===== config.mk =====
export PLATFORM = sky130hd
export DESIGN_NAME = pdm_breath_seq
export DESIGN_NICKNAME = d
export VERILOG_FILES = /design/src/rtl/pdm_seq_pkg.sv /design/src/rtl/pdm_seq_prescaler.sv /design/src/rtl/pdm_breath_seq.sv
export SDC_FILE = /design/constraint.sdc
export NUM_CORES = 1
export LEC_CHECK = 0
export ABC_AREA = 1
export CAP_MARGIN = 40
export CORE_MARGIN = 2
export CORE_UTILIZATION = 55
export DETAILED_ROUTE_END_ITERATION = 16
export GPL_TIMING_DRIVEN = 0
export HOLD_SLACK_MARGIN = 0.15
export PLACE_DENSITY_LB_ADDON = 0.15
export SLEW_MARGIN = 20
export SYNTH_ARGS = -nofsm -noshare
export SYNTH_HDL_FRONTEND = slang
export SYNTH_SLANG_ARGS = --single-unit

===== constraint.sdc =====
create_clock -name clk -period 2.7 [get_ports clk]
set_clock_uncertainty 0.05 [all_clocks]
set_input_delay 0.54 -clock clk [delete_from_list [all_inputs] [get_ports clk]]
set_output_delay 0.54 -clock clk [all_outputs]
set_load 0.02 [all_outputs]

===== src/rtl/pdm_seq_pkg.sv =====
`default_nettype none
// ============================================================================
//  Module   : pdm_seq_pkg
//  Brief    : Shared types and constants for the PDM breathing sequencer:
//             FSM state encoding, waveform mode codes and full-scale level.
//  Revision : 1.0  initial release
// ============================================================================
package pdm_seq_pkg;

    // Sequencer states; the numeric values are visible on the phase output
    typedef enum logic [2:0] {
        ST_IDLE   = 3'd0,
        ST_RISE   = 3'd1,
        ST_PEAK   = 3'd2,
        ST_FALL   = 3'd3,
        ST_TROUGH = 3'd4,
        ST_MANUAL = 3'd5
    } seq_state_t;

    // Waveform selection codes on the mode input
    localparam logic [1:0] MODE_TRI = 2'd0;
    localparam logic [1:0] MODE_SAW = 2'd1;
    localparam logic [1:0] MODE_SQR = 2'd2;
    localparam logic [1:0] MODE_MAN = 2'd3;

    // Full-scale sample value for a DATA_W-bit modulator input
    function automatic int unsigned calc_level_max(input int unsigned data_w);
        return (32'd1 << data_w) - 32'd1;
    endfunction

endpackage : pdm_seq_pkg
`default_nettype wire


===== src/rtl/pdm_seq_prescaler.sv =====
`default_nettype none
// ============================================================================
//  Module   : pdm_seq_prescaler
//  Brief    : Tick generator for the sequencer. Counts while run is high and
//             emits a one-cycle tick every (speed+1) << PRESC_SHIFT cycles.
//             The terminal value follows speed live, so a speed change is
//             seen at the next wrap; a count already above the new terminal
//             runs on to the counter width boundary before wrapping.
//  Revision : 1.0  initial release
// ============================================================================
module pdm_seq_prescaler
    import pdm_seq_pkg::*;
#(
    parameter int PRESC_SHIFT = 4,
    parameter int PRESC_W     = 8
) (
    input  logic       clk,
    input  logic       reset,
    input  logic       clear,
    input  logic       run,
    input  logic [1:0] speed,
    output logic       tick
);

    logic [2:0]         w_mult;
    logic [PRESC_W-1:0] w_terminal;
    logic [PRESC_W-1:0] r_count;

    // Terminal count = ((speed+1) << PRESC_SHIFT) - 1
    assign w_mult     = {1'b0, speed} + 3'd1;
    assign w_terminal = (PRESC_W'(w_mult) << PRESC_SHIFT) - PRESC_W'(1);
    assign tick       = run && (r_count == w_terminal);

    // Prescaler counter: clear wins, wraps to zero on the tick cycle
    always_ff @(posedge clk or posedge reset) begin
        if (reset) begin
            r_count <= '0;
        end else if (clear) begin
            r_count <= '0;
        end else if (run) begin
            if (tick) begin
                r_count <= '0;
            end else begin
                r_count <= r_count + PRESC_W'(1);
            end
        end
    end

endmodule : pdm_seq_prescaler
`default_nettype wire


===== src/rtl/pdm_breath_seq.sv =====
`default_nettype none
// ============================================================================
//  Module   : pdm_breath_seq
//  Brief    : Brightness waveform sequencer feeding a PDM modulator.
//             Produces triangle, sawtooth and square profiles from a
//             prescaled tick, or forwards a manual level. Every change of
//             the registered level is flagged by a one-cycle write_en.
//  Revision : 1.0  initial release
// ============================================================================
module pdm_breath_seq
    import pdm_seq_pkg::*;
#(
    parameter int DATA_W      = 5,
    parameter int PRESC_SHIFT = 4,
    parameter int PRESC_W     = 8,
    parameter int DWELL       = 4
) (
    input  logic              clk,
    input  logic              reset,
    input  logic              enable,
    input  logic [1:0]        mode,
    input  logic [1:0]        speed,
    input  logic [DATA_W-1:0] manual_level,
    output logic [DATA_W-1:0] level,
    output logic              write_en,
    output logic [2:0]        phase
);

    localparam logic [DATA_W-1:0] c_level_max     = DATA_W'(calc_level_max(DATA_W));
    localparam logic [DATA_W-1:0] c_level_pre_max = c_level_max - DATA_W'(1);
    localparam int                c_dwell_w       = (DWELL > 1) ? $clog2(DWELL) : 1;
    localparam logic [c_dwell_w-1:0] c_dwell_last = c_dwell_w'(DWELL - 1);

    seq_state_t           r_state;
    seq_state_t           w_state_next;
    logic [DATA_W-1:0]    r_level;
    logic [DATA_W-1:0]    w_level_next;
    logic [c_dwell_w-1:0] r_dwell;
    logic [c_dwell_w-1:0] w_dwell_next;
    logic                 r_write_en;
    logic [1:0]           r_prev_mode;
    logic                 w_abort;
    logic                 w_run;
    logic                 w_clear;
    logic                 w_tick;

    // The prescaler only runs in the waveform states; IDLE holds it at zero
    // so every waveform starts with a full tick period.
    assign w_run   = (r_state == ST_RISE) || (r_state == ST_PEAK) ||
                     (r_state == ST_FALL) || (r_state == ST_TROUGH);
    assign w_clear = (r_state == ST_IDLE);

    pdm_seq_prescaler #(
        .PRESC_SHIFT (PRESC_SHIFT),
        .PRESC_W     (PRESC_W)
    ) u_prescaler (
        .clk   (clk),
        .reset (reset),
        .clear (w_clear),
        .run   (w_run),
        .speed (speed),
        .tick  (w_tick)
    );

    // Disable or a mode switch aborts whatever is running
    assign w_abort = !enable || (mode != r_prev_mode);

    // FSM state register
    always_ff @(posedge clk or posedge reset) begin
        if (reset) begin
            r_state <= ST_IDLE;
        end else begin
            r_state <= w_state_next;
        end
    end

    // Next state, next level and next dwell count
    always_comb begin
        w_state_next = r_state;
        w_level_next = r_level;
        w_dwell_next = r_dwell;

        if (w_abort) begin
            w_state_next = ST_IDLE;
            w_level_next = '0;
            w_dwell_next = '0;
        end else begin
            case (r_state)
                ST_IDLE: begin
                    w_dwell_next = '0;
                    case (mode)
                        MODE_TRI, MODE_SAW: w_state_next = ST_RISE;
                        MODE_SQR:           w_state_next = ST_TROUGH;
                        default:            w_state_next = ST_MANUAL;
                    endcase
                end

                ST_RISE: begin
                    if (w_tick) begin
                        if (r_level == c_level_max) begin
                            // Sawtooth wraps; a triangle can only be here
                            // at full scale if it has not yet moved to PEAK.
                            if (mode == MODE_SAW) begin
                                w_level_next = '0;
                            end else begin
                                w_state_next = ST_PEAK;
                                w_dwell_next = '0;
                            end
                        end else begin
                            w_level_next = r_level + DATA_W'(1);
                            if ((mode != MODE_SAW) && (r_level == c_level_pre_max)) begin
                                w_state_next = ST_PEAK;
                                w_dwell_next = '0;
                            end
                        end
                    end
                end

                ST_PEAK: begin
                    if (w_tick) begin
                        if (r_dwell == c_dwell_last) begin
                            w_dwell_next = '0;
                            if (mode == MODE_SQR) begin
                                w_state_next = ST_TROUGH;
                                w_level_next = '0;
                            end else begin
                                w_state_next = ST_FALL;
                            end
                        end else begin
                            w_dwell_next = r_dwell + c_dwell_w'(1);
                        end
                    end
                end

                ST_FALL: begin
                    // Saturating descent: the step that reaches zero exits
                    if (w_tick) begin
                        if (r_level <= DATA_W'(1)) begin
                            w_level_next = '0;
                            w_state_next = ST_TROUGH;
                            w_dwell_next = '0;
                        end else begin
                            w_level_next = r_level - DATA_W'(1);
                        end
                    end
                end

                ST_TROUGH: begin
                    if (w_tick) begin
                        if (r_dwell == c_dwell_last) begin
                            w_dwell_next = '0;
                            if (mode == MODE_SQR) begin
                                w_state_next = ST_PEAK;
                                w_level_next = c_level_max;
                            end else begin
                                w_state_next = ST_RISE;
                            end
                        end else begin
                            w_dwell_next = r_dwell + c_dwell_w'(1);
                        end
                    end
                end

                ST_MANUAL: begin
                    w_level_next = manual_level;
                end

                default: begin
                    w_state_next = ST_IDLE;
                    w_level_next = '0;
                    w_dwell_next = '0;
                end
            endcase
        end
    end

    // Level, strobe, dwell and previous-mode registers. The strobe is raised
    // only when the stored level actually changes value.
    always_ff @(posedge clk or posedge reset) begin
        if (reset) begin
            r_level     <= '0;
            r_write_en  <= 1'b0;
            r_dwell     <= '0;
            r_prev_mode <= MODE_TRI;
        end else begin
            r_level     <= w_level_next;
            r_write_en  <= (w_level_next != r_level);
            r_dwell     <= w_dwell_next;
            r_prev_mode <= mode;
        end
    end

    assign level    = r_level;
    assign write_en = r_write_en;
    assign phase    = r_state;

endmodule : pdm_breath_seq
`default_nettype wire


==> impl_metrics.yaml <==
status:
  status: "finished, final reports clean"
cells_and_area:
  stdcell_count: 362
  area_growth_pct: 16.3
  layout.nets: 339
  fill_cells: 314
  mostFrequentLayoutCell: "nand2_1"
  seq_area_um2: 527
  finish.utilization: 0.668
  multiInputGateArea_um2: 1190
  drive_gt1_frac: 0.120
  n_antenna_cell: 0
  layout_common_cells: "nand2_1, inv_1, nand3_1"
clock_network:
  clock_latency_ns: 0.31
  cts_hold_buffers: 0
  cts_tree: "done"
  h-tree-depth: 1
  cts_root_buffer: "clkbuf_4"
  cts.sinks: 21
  clk_pin_slew_worst_paths_ns: 0.12
  cts_max_path_buffers: 2
  cts_buffers: 3
critical_path:
  crit_start: "speed[1]"
  cp-end-kind: "flip-flop"
  rr_startpoint: "level[0]$_DFF_PP0_"
  crit_end: "write_en$_DFF_PP0_"
  crit_arrival_ns: 2.68
  cp_num_buf_inv: 3
  crit_family: "simple AND/OR/NAND/NOR gates"
  path_cells: "clkdlybuf4s50_1, inv_1, ha_1, inv_1, nand2_1, nand3_1, nand2_2, nor2_8, nand2_8, nand2_2, nand3_1, nand2_1, nand2_1, nand2_1, nand2_1, nand2_1, nand2_1, nor2_1, nand2_1"
  r2r_end: "write_en$_DFF_PP0_"
  max_stage_delay_ns: 0.50
  reg2reg_depth: 18
  startpoint_type: "input pin"
  cp.depth: 19
  slowest_stage: "clkdlybuf4s50_1"
  required_ns: 2.86
  r2r_setup_slack_ns: 0.20
  path_common_cell: "nand2_1"
  crit_type: "in -> reg"
  cp_max_fo: 10
yosys:
  ys.warnings.count: 0
  synth_cells: 290
  synth_area_per_cell_um2: 6.61
  synthesis.area_um2: 1920
  syn_nets: 312
  synth_seq_cells: 21
  synth_seq_area_share: 0.274
  ys_types: 36
global_route:
  grt.total_usage: 0.239
  grt_pass1_vias: 1710
  grt_max_degree: 22
  grt_overflow: 0
  grt_first_pass_wirelength_um: 7680
  antenna_found_initial: 0
timing:
  hold_viol: 0
  period_share: 0.933
  fin_setup_tns_ns: 0
  max_slew_margin: 0.622
  fmax_ghz: 0.397
  period_needed_ns: 2.52
  worstMarginPinSlew_ns: 0.565
  finalWorstSetupSlack_ns: 0.182
  rsz0062_at_grt: "no"
  setup_viol: 0
  maxSlewViolCount: 0
floorplan:
  coreArea_um2: 3340
  die_h_um: 63.0
  die-area_um2: 3970
  start_util: 0.574
  num_io_pins: 21
  dieWidth_um: 63.0
  rows: 21
drt:
  drt_wl_total_um: 4460
  drc: 0
  routed_via_density: 5.23
  drtAntennaViolNets: 0
  drtIter0Drc: 138
  first_pass_iters: 4
  wl_per_cell_um: 12.3
  vias: 1895
flow_run:
  drv_cap: 0
placement:
  dp_hpwl_um: 3440
  dp.cells: 356
  io_buffers: 20
  gp_congestion: 0.909
  place_ws_ns: -0.282
power_and_ir_drop:
  power.total_mw: 0.637
  power_leakage_nw: 1.16
  power_density_nw_per_um2: 286
  irDropWorstVdd_mv: 0.304
worst_hold_path:
  hp-class: "in -> async"
[cells by family after synthesis]
kind of cell               Yosys count  share of synthesized area
DFF                                 21                      0.274
and+or+nand+nor                    169                      0.421
xor gates and xnor gates             9                     0.0411
AOI/OAI and AO/OA                   33                     0.0934
adders and majority gates           10                     0.0653
buffers and inverters               48                      0.105
[per-stage QoR]
step                      hold WS [ns]  cell area [µm²]
final                            0.413             2230
after CTS                        0.444             2200
after global placement           0.406             2170
after global routing             0.444             2230
after detailed placement         0.427             2170
after floorplan                  0.389             1920
[sequential cells by signal (all words and copies together), names as in the netlist]
register             flops
level                    5
r_prev_mode              2
phase                    3
write_en                 1
u_prescaler.r_count      8
r_dwell                  2
[cell type report]
class / instances / share of cell area
clock buffer: 4 / 0.0118
sequential: 21 / 0.236
buffer: 4 / 0.0129
timing repair buffer: 22 / 0.101
multi-input combinational: 221 / 0.535
inverter: 44 / 0.0774
tap: 46 / 0.0258
[repair_timing]
action,4_1_cts,5_1_grt
setup endpoints to repair,0,1
buffers inserted,0,1
resized for setup,0,3
[Yosys cell counts, drive strengths merged]
cell type / instances / area share
o22ai: 1 / 0.0033
o2111ai: 1 / 0.0046
nand3: 26 / 0.080
a21oi: 10 / 0.026
o21ai: 19 / 0.052
clkbuf: 2 / 0.0065
and3: 1 / 0.0033
nor3b: 1 / 0.0039
nor2: 25 / 0.065
o21bai: 1 / 0.0039
nor3: 3 / 0.0078
o21a: 1 / 0.0039
nor4: 1 / 0.0033
and2: 1 / 0.0046
buf: 2 / 0.0085
xor2: 6 / 0.027
ha: 10 / 0.065
xnor2: 3 / 0.014
inv: 44 / 0.090
nand4: 5 / 0.016
dfrtp: 21 / 0.27
nand2: 106 / 0.24
[layer usage]
| layer | GRT usage | part of all wire | up-vias |
|---|---|---|---|
| met4 | 0.0639 | 0.0083 | 0 |
| met2 | 0.374 | 0.46 | 56 |
| met5 | 0 | 0 | - |
| met3 | 0.0162 | 0.062 | 4 |
| met1 | 0.357 | 0.47 | 864 |
| li1 | - | - | 971 |
[where the power goes]
part | internal [mW] | switching, mW
registers | 0.321 | 0.00785
clock network | 0.0577 | 0.0990
logic | 0.0567 | 0.0948
[how the worst min path moves through the flow]
stage / from / end / depth (start not counted)
detailed placement: r_dwell[0]$_DFFE_PP0P_ / r_dwell[0]$_DFFE_PP0P_ / 1
finish: reset / u_prescaler.r_count[1]$_DFFE_PP0P_ / 2
global route: reset / u_prescaler.r_count[1]$_DFFE_PP0P_ / 2
global placement: r_dwell[0]$_DFFE_PP0P_ / r_dwell[0]$_DFFE_PP0P_ / 1
CTS: r_dwell[0]$_DFFE_PP0P_ / r_dwell[0]$_DFFE_PP0P_ / 1
floorplan: r_dwell[0]$_DFFE_PP0P_ / r_dwell[0]$_DFFE_PP0P_ / 1
(Power assumes the default switching activity.)
